**config.mk**
```make
export PLATFORM = sky130hd
export DESIGN_NAME = mshr_line_buffer_flat
export DESIGN_NICKNAME = d
export VERILOG_FILES = /design/src/rtl/mshr_line_buffer_if.sv /design/src/rtl/mshr_line_buffer.sv /design/src/flat_wrapper.sv
export SDC_FILE = /design/constraint.sdc
export NUM_CORES = 1
export LEC_CHECK = 0
export BUFFER_PORTS_ARGS = -buffer_cell sky130_fd_sc_hd__buf_2
export CAP_MARGIN = 15
export CORE_MARGIN = 4
export CORE_UTILIZATION = 30
export DETAILED_ROUTE_END_ITERATION = 7
export PLACE_DENSITY = 0.54
export SETUP_SLACK_MARGIN = 0.05
export SLEW_MARGIN = 40
export SYNTH_ARGS = -nofsm -noshare
export SYNTH_HDL_FRONTEND = slang
export SYNTH_SLANG_ARGS = --single-unit
```
**constraint.sdc**
```tcl
create_clock -name clock -period 2.2 [get_ports clock]
set_input_delay 0.33 -clock clock [delete_from_list [all_inputs] [get_ports clock]]
set_output_delay 0.33 -clock clock [all_outputs]
set_load 0.05 [all_outputs]
```
**src/rtl/mshr_line_buffer_if.sv**
```systemverilog
// Bundle of refill-write, clear, read-request and read-response signals
// exchanged between the miss-handling logic and the MSHR line buffer.
interface mshr_line_buffer_if #(
    parameter int N_ENTRY = 4,
    parameter int BEATS   = 4,
    parameter int DATA_W  = 64,
    parameter int N_SRC   = 4
);
    localparam int ID_W   = (N_ENTRY > 1) ? $clog2(N_ENTRY) : 1;
    localparam int BEAT_W = (BEATS > 1) ? $clog2(BEATS) : 1;
    localparam int SRC_W  = (N_SRC > 1) ? $clog2(N_SRC) : 1;

    logic              io_write_valid;
    logic [ID_W-1:0]   io_write_id;
    logic [BEAT_W-1:0] io_write_beat;
    logic [DATA_W-1:0] io_write_data;

    logic              io_clear_valid;
    logic [ID_W-1:0]   io_clear_id;

    logic              io_req_valid;
    logic              io_req_ready;
    logic [ID_W-1:0]   io_req_id;
    logic [BEAT_W-1:0] io_req_beat;
    logic [SRC_W-1:0]  io_req_src;

    logic              io_resp_valid;
    logic              io_resp_ready;
    logic [DATA_W-1:0] io_resp_data;
    logic [SRC_W-1:0]  io_resp_src;

    modport master (
        output io_write_valid, io_write_id, io_write_beat, io_write_data,
        output io_clear_valid, io_clear_id,
        output io_req_valid, io_req_id, io_req_beat, io_req_src,
        output io_resp_ready,
        input  io_req_ready, io_resp_valid, io_resp_data, io_resp_src
    );

    modport slave (
        input  io_write_valid, io_write_id, io_write_beat, io_write_data,
        input  io_clear_valid, io_clear_id,
        input  io_req_valid, io_req_id, io_req_beat, io_req_src,
        input  io_resp_ready,
        output io_req_ready, io_resp_valid, io_resp_data, io_resp_src
    );
endinterface

```
**src/rtl/mshr_line_buffer.sv**
```systemverilog
// Per-MSHR refill line buffer: beat-granular valid tracking, write bypass on
// reads and a single registered response stage with valid/ready handshake.
module mshr_line_buffer #(
    parameter int N_ENTRY = 4,
    parameter int BEATS   = 4,
    parameter int DATA_W  = 64,
    parameter int N_SRC   = 4
) (
    input  logic             clock,
    input  logic             reset,
    mshr_line_buffer_if.slave bus
);
    localparam int ID_W   = (N_ENTRY > 1) ? $clog2(N_ENTRY) : 1;
    localparam int BEAT_W = (BEATS > 1) ? $clog2(BEATS) : 1;
    localparam int SRC_W  = (N_SRC > 1) ? $clog2(N_SRC) : 1;

    logic [DATA_W-1:0] mem_r       [N_ENTRY][BEATS];
    logic [BEATS-1:0]  valid_r     [N_ENTRY];
    logic [BEATS-1:0]  valid_nxt_s [N_ENTRY];

    logic              bypass_s;
    logic              avail_s;
    logic              ready_s;
    logic              accept_s;
    logic [DATA_W-1:0] rd_data_s;

    logic              resp_valid_r;
    logic [DATA_W-1:0] resp_data_r;
    logic [SRC_W-1:0]  resp_src_r;

    // Availability and read data; a same-cycle write wins over stored state.
    always_comb begin
        bypass_s = bus.io_write_valid
                   && (bus.io_write_id == bus.io_req_id)
                   && (bus.io_write_beat == bus.io_req_beat);
        avail_s  = valid_r[bus.io_req_id][bus.io_req_beat] | bypass_s;
        ready_s  = avail_s && (!resp_valid_r || bus.io_resp_ready);
        accept_s = bus.io_req_valid && ready_s;
        if (bypass_s) begin
            rd_data_s = bus.io_write_data;
        end else begin
            rd_data_s = mem_r[bus.io_req_id][bus.io_req_beat];
        end
    end

    // Next beat-valid state: clear first, then the write sets its beat.
    always_comb begin
        for (int e = 0; e < N_ENTRY; e++) begin
            for (int b = 0; b < BEATS; b++) begin
                valid_nxt_s[e][b] = valid_r[e][b];
                if (bus.io_clear_valid && (bus.io_clear_id == ID_W'(e))) begin
                    valid_nxt_s[e][b] = 1'b0;
                end else begin
                    valid_nxt_s[e][b] = valid_r[e][b];
                end
                if (bus.io_write_valid && (bus.io_write_id == ID_W'(e))
                    && (bus.io_write_beat == BEAT_W'(b))) begin
                    valid_nxt_s[e][b] = 1'b1;
                end else begin
                    valid_nxt_s[e][b] = valid_nxt_s[e][b];
                end
            end
        end
    end

    // Beat-valid register.
    always_ff @(posedge clock or negedge reset) begin
        if (!reset) begin
            for (int e = 0; e < N_ENTRY; e++) begin
                valid_r[e] <= '0;
            end
        end else begin
            for (int e = 0; e < N_ENTRY; e++) begin
                valid_r[e] <= valid_nxt_s[e];
            end
        end
    end

    // Data storage is deliberately left out of reset.
    always_ff @(posedge clock) begin
        if (bus.io_write_valid) begin
            mem_r[bus.io_write_id][bus.io_write_beat] <= bus.io_write_data;
        end
    end

    // Response stage: load on accept, drop on fire, otherwise hold.
    always_ff @(posedge clock or negedge reset) begin
        if (!reset) begin
            resp_valid_r <= 1'b0;
            resp_data_r  <= '0;
            resp_src_r   <= '0;
        end else if (accept_s) begin
            resp_valid_r <= 1'b1;
            resp_data_r  <= rd_data_s;
            resp_src_r   <= bus.io_req_src;
        end else if (bus.io_resp_ready) begin
            resp_valid_r <= 1'b0;
        end else begin
            resp_valid_r <= resp_valid_r;
        end
    end

    assign bus.io_req_ready  = ready_s;
    assign bus.io_resp_valid = resp_valid_r;
    assign bus.io_resp_data  = resp_data_r;
    assign bus.io_resp_src   = resp_src_r;
endmodule

```
**src/flat_wrapper.sv**
```systemverilog
// flat-port wrapper written by rule: the top's interface ports become plain ports
module mshr_line_buffer_flat 
#(
    parameter int N_ENTRY = 4,
    parameter int BEATS   = 4,
    parameter int DATA_W  = 64,
    parameter int N_SRC   = 4
)
  (clock, reset, bus_io_write_valid, bus_io_write_id, bus_io_write_beat, bus_io_write_data, bus_io_clear_valid, bus_io_clear_id, bus_io_req_valid, bus_io_req_id, bus_io_req_beat, bus_io_req_src, bus_io_resp_ready, bus_io_req_ready, bus_io_resp_valid, bus_io_resp_data, bus_io_resp_src);
  mshr_line_buffer_if #(.N_ENTRY(N_ENTRY), .BEATS(BEATS), .DATA_W(DATA_W), .N_SRC(N_SRC)) bus_i ();
  input  logic clock;
  input  logic reset;
  input wire logic [$bits(bus_i.io_write_valid)-1:0] bus_io_write_valid;
  input wire logic [$bits(bus_i.io_write_id)-1:0] bus_io_write_id;
  input wire logic [$bits(bus_i.io_write_beat)-1:0] bus_io_write_beat;
  input wire logic [$bits(bus_i.io_write_data)-1:0] bus_io_write_data;
  input wire logic [$bits(bus_i.io_clear_valid)-1:0] bus_io_clear_valid;
  input wire logic [$bits(bus_i.io_clear_id)-1:0] bus_io_clear_id;
  input wire logic [$bits(bus_i.io_req_valid)-1:0] bus_io_req_valid;
  input wire logic [$bits(bus_i.io_req_id)-1:0] bus_io_req_id;
  input wire logic [$bits(bus_i.io_req_beat)-1:0] bus_io_req_beat;
  input wire logic [$bits(bus_i.io_req_src)-1:0] bus_io_req_src;
  input wire logic [$bits(bus_i.io_resp_ready)-1:0] bus_io_resp_ready;
  output wire logic [$bits(bus_i.io_req_ready)-1:0] bus_io_req_ready;
  output wire logic [$bits(bus_i.io_resp_valid)-1:0] bus_io_resp_valid;
  output wire logic [$bits(bus_i.io_resp_data)-1:0] bus_io_resp_data;
  output wire logic [$bits(bus_i.io_resp_src)-1:0] bus_io_resp_src;
  assign bus_i.io_write_valid = bus_io_write_valid;
  assign bus_i.io_write_id = bus_io_write_id;
  assign bus_i.io_write_beat = bus_io_write_beat;
  assign bus_i.io_write_data = bus_io_write_data;
  assign bus_i.io_clear_valid = bus_io_clear_valid;
  assign bus_i.io_clear_id = bus_io_clear_id;
  assign bus_i.io_req_valid = bus_io_req_valid;
  assign bus_i.io_req_id = bus_io_req_id;
  assign bus_i.io_req_beat = bus_io_req_beat;
  assign bus_i.io_req_src = bus_io_req_src;
  assign bus_i.io_resp_ready = bus_io_resp_ready;
  assign bus_io_req_ready = bus_i.io_req_ready;
  assign bus_io_resp_valid = bus_i.io_resp_valid;
  assign bus_io_resp_data = bus_i.io_resp_data;
  assign bus_io_resp_src = bus_i.io_resp_src;
  mshr_line_buffer #(.N_ENTRY(N_ENTRY), .BEATS(BEATS), .DATA_W(DATA_W), .N_SRC(N_SRC)) u_core (.clock(clock), .reset(reset), .bus(bus_i));
endmodule
```
==> impl_metrics.toml <==
[clocking]
clk_pin_slew_ns = 0.06
clkSinkCount = 1107
cts_root_buf = "clkbuf_16"
cts_made_buffers = 112
cts_buffer_depth = 3
tritoncts = "yes"
cts_max_level = 3
worstSkewPairLatency_ns = 0.73

[logic_synthesis]
synth_cell_types = 33
synth_fp_nets = 2022
netlist_area_sq_um = 43100
synth_cells = 1940
synth.avg_cell_area_sq_um = 22.2
synth-seq-cells = 1107
ys_seq_area_frac = 0.762
ys_warn_count = 0

[drt]
routed_wl_mm = 113
drc_errors = 0
post_drt_via_cell_ratio = 4.94
vias = 21415
drt_iter0_markers = 1678
wl_per_cell_um = 26.0
dr.pass1.iters = 5
ant_nets = 0

[critical_path]
rr_startpoint = "u_core.valid_r[3]"
max_stage_delay_ns = 0.51
cp.required_ns = 1.87
crit_slowest_cell = "mux4_2"
ff2ff_setup_slack_ns = 0.11
crit_arrival_ns = 2.22
crit_path_max_fanout = 2
path_class = "flip-flop to output port"
startpoint_type = "flip-flop"
end_kind = "output port"
r2r.worst_path.cells = 8
path_cells = "mux4_2 > a2bb2oi_1 > nand4_1 > nand3_2 > buf_6"
r2r-end = "u_core.bus.io_resp_data[49]"

[pwr]
power.density_nw_per_um2 = 936
power_leakage_nw = 17.5
peakVddDrop_mv = 0.626

[global_routing]
track_usage = 0.149
grt_max_degree = 44
grt_overflow = 0
antenna_found_initial = 9
grt_pass1_vias = 23064
grt_pass1_wl_mm = 164

[place]
placed_area_sq_um = 48100
place_congestion = 0.737
dp_hpwl_mm = 65.1
port_buffers = 149

[floorplan]
fp.dieH_um = 387
start_util = 0.303
fp-row-count = 138
die_w_um = 387
core_area_sq_um = 142000
ioPinCount = 150
die_area_sq_um = 150000

[sta]
tightest_slew_ns = 0.759
setup_viol = 1
relSlewSlack = 0.494
grt_setup_unrepaired = "yes"
setup_ws_ns = -0.355
finalCritPeriodShare = 1.16
fin_crit_ns = 2.55
skew_ns = 0.0409
hold_viol = 0
fmax_ghz = 0.391
report.final.slew_viol_count = 0

[min_path]
hold_class = "input port to asynchronous set/reset pin"

[layout]
post-route-util = 0.370
design_area_sq_um = 52600
drive_above_1_share = 0.349
fin_nets = 2419
area_growth_pct = 22.2
fillerInstances = 12842

[run_status]
outcome = "finished with violations"
violations = "negative setup slack"

[flow_run]
cap_violations = 0
==> worst max path at each step <==
stage / startpoint / end / slack (ns) / cells past startpoint
3_5_place_dp: bus_io_req_id[0] / u_core.bus.io_resp_data[8] / -0.22 / 7
5_1_grt: u_core.valid_r[3] / bus_io_req_ready / -0.45 / 5
3_3_place_gp: bus_io_req_id[0] / u_core.bus.io_resp_data[8] / -0.24 / 7
2_1_floorplan: bus_io_write_id[0] / u_core.mem_r[0][192] / -0.63 / 2
4_1_cts: u_core.valid_r[3] / bus_io_req_ready / -0.44 / 5
6_report: u_core.valid_r[3] / bus_io_req_ready / -0.35 / 5
==> state kept, by name (all words and copies together) (netlist names) <==
signal,cells
u_core.mem_r,1024
u_core.bus.io_resp_data,64
u_core.valid_r,16
u_core.bus.io_resp_src,2
u_core.bus.io_resp_valid,1
==> synth_stat cells <==
master | number | area (sq um)
edfxtp_1 | 1024 | 30700
mux4_2 | 258 | 5810
mux2i_1 | 132 | 1320
dfrtp_1 | 83 | 2080
inv_1 | 67 | 251
mux2_2 | 64 | 721
o211ai_1 | 64 | 480
o221ai_1 | 64 | 561
clkbuf_1 | 42 | 158
buf_2 | 38 | 190
a21o_1 | 17 | 128
buf_6 | 16 | 180
buf_4 | 14 | 105
nor2_1 | 13 | 48.8
nand3_1 | 5 | 25.0
nand2_1 | 4 | 15.0
nand3b_1 | 4 | 30.0
nor3_1 | 4 | 20.0
xnor2_1 | 4 | 35.0
buf_1 | 3 | 11.3
nand2b_1 | 3 | 18.8
a2bb2oi_1 | 2 | 17.5
clkbuf_4 | 2 | 15.0
mux2_1 | 2 | 22.5
nor2b_1 | 2 | 12.5
or3b_2 | 2 | 17.5
a311oi_1 | 1 | 8.76
a31oi_4 | 1 | 21.3
and2_1 | 1 | 6.26
and3_1 | 1 | 6.26
nand2_2 | 1 | 6.26
nand4_1 | 1 | 6.26
or2_1 | 1 | 6.26
==> power breakdown <==
group | switching, mW | internal (mW) | leakage, nW | total, mW
sequential | 0.479 | 23.9 | 10.2 | 24.4
clock | 8.13 | 10.7 | 1.81 | 18.8
combinational | 4.11 | 1.98 | 5.45 | 6.09
total | 12.7 | 36.6 | 17.5 | 49.3
==> metal layers <==
layer	GRT usage	share of wire	vias to the layer above
met5	0	0.00037	-
met4	0.0399	0.020	8
met3	0.0258	0.052	150
met2	0.248	0.50	578
met1	0.201	0.43	11684
li1	-	-	8995
==> worst max-delay path: cells and delay by family, from the launching register on <==
family,cells,cell delay (ns)
buffers and inverters,1,0.19
AOI/OAI and AO/OA,1,0.15
DFF,1,0.38
and+or+nand+nor,2,0.26
muxes,1,0.51
==> kinds of logic after synthesis <==
logic type | synth area share
flip-flops | 0.762
AO/OA/AOI/OAI | 0.0282
XOR/XNOR | 0.000813
multiplexers | 0.183
buffers and inverters | 0.0211
AND/OR/NAND/NOR | 0.00508
==> cells in the final DEF, fill, tap and decap left out, types with 6 or more instances in the layout <==
| cell | count |
|---|---|
| a21o_1 | 16 |
| buf_12 | 87 |
| buf_2 | 143 |
| buf_4 | 88 |
| bufinv_16 | 6 |
| clkbuf_1 | 23 |
| clkbuf_16 | 114 |
| clkbuf_8 | 13 |
| clkinv_1 | 14 |
| clkinv_2 | 26 |
| clkinv_4 | 6 |
| clkinvlp_4 | 6 |
| dfrtp_1 | 83 |
| dlygate4sd3_1 | 74 |
| edfxtp_1 | 1024 |
| inv_1 | 67 |
| mux2_2 | 64 |
| mux2i_1 | 132 |
| mux4_2 | 258 |
| nor2_4 | 12 |
| o211ai_1 | 64 |
| o221ai_1 | 64 |
==> final cells by class <==
class | instances | area (sq um) | share of cell area
antenna | 4 | 10.0 | 0.000190
clock buffer | 149 | 3090 | 0.0587
clock inverter | 65 | 606 | 0.0115
inverter | 67 | 251 | 0.00478
multi-input combinational | 651 | 9530 | 0.181
sequential | 1107 | 32800 | 0.624
tap | 1890 | 2360 | 0.0449
timing repair buffer | 398 | 3960 | 0.0753
==> metrics by stage <==
stage | hold WS, ns | total power [mW] | TNS, ns | instances | setup WS (ns)
after floorplan | 0.0344 | 28.6 | -182.73 | 1940 | -0.633
after global placement | 0.147 | 30.8 | -3.06 | 4037 | -0.237
after detailed placement | 0.149 | 30.9 | -5.85 | 4037 | -0.219
after CTS | 0.104 | 49.9 | -0.439 | 4326 | -0.439
after global routing | 0.162 | 51.2 | -0.453 | 4328 | -0.453
final | 0.153 | 49.3 | -0.355 | 4331 | -0.355
==> timing repair <==
| action | CTS | global route |
|---|---|---|
| hold buffers | 74 | 0 |
| endpoints found under the setup margin | 1 | 9 |
| endpoints found under the hold margin | 1122 | 0 |
| cloned | 0 | 1 |
| resized for setup | 3 | 1 |
| pin swaps | 2 | 1 |
| setup buffers | 1 | 0 |
Power figures use the tool's default switching activity.
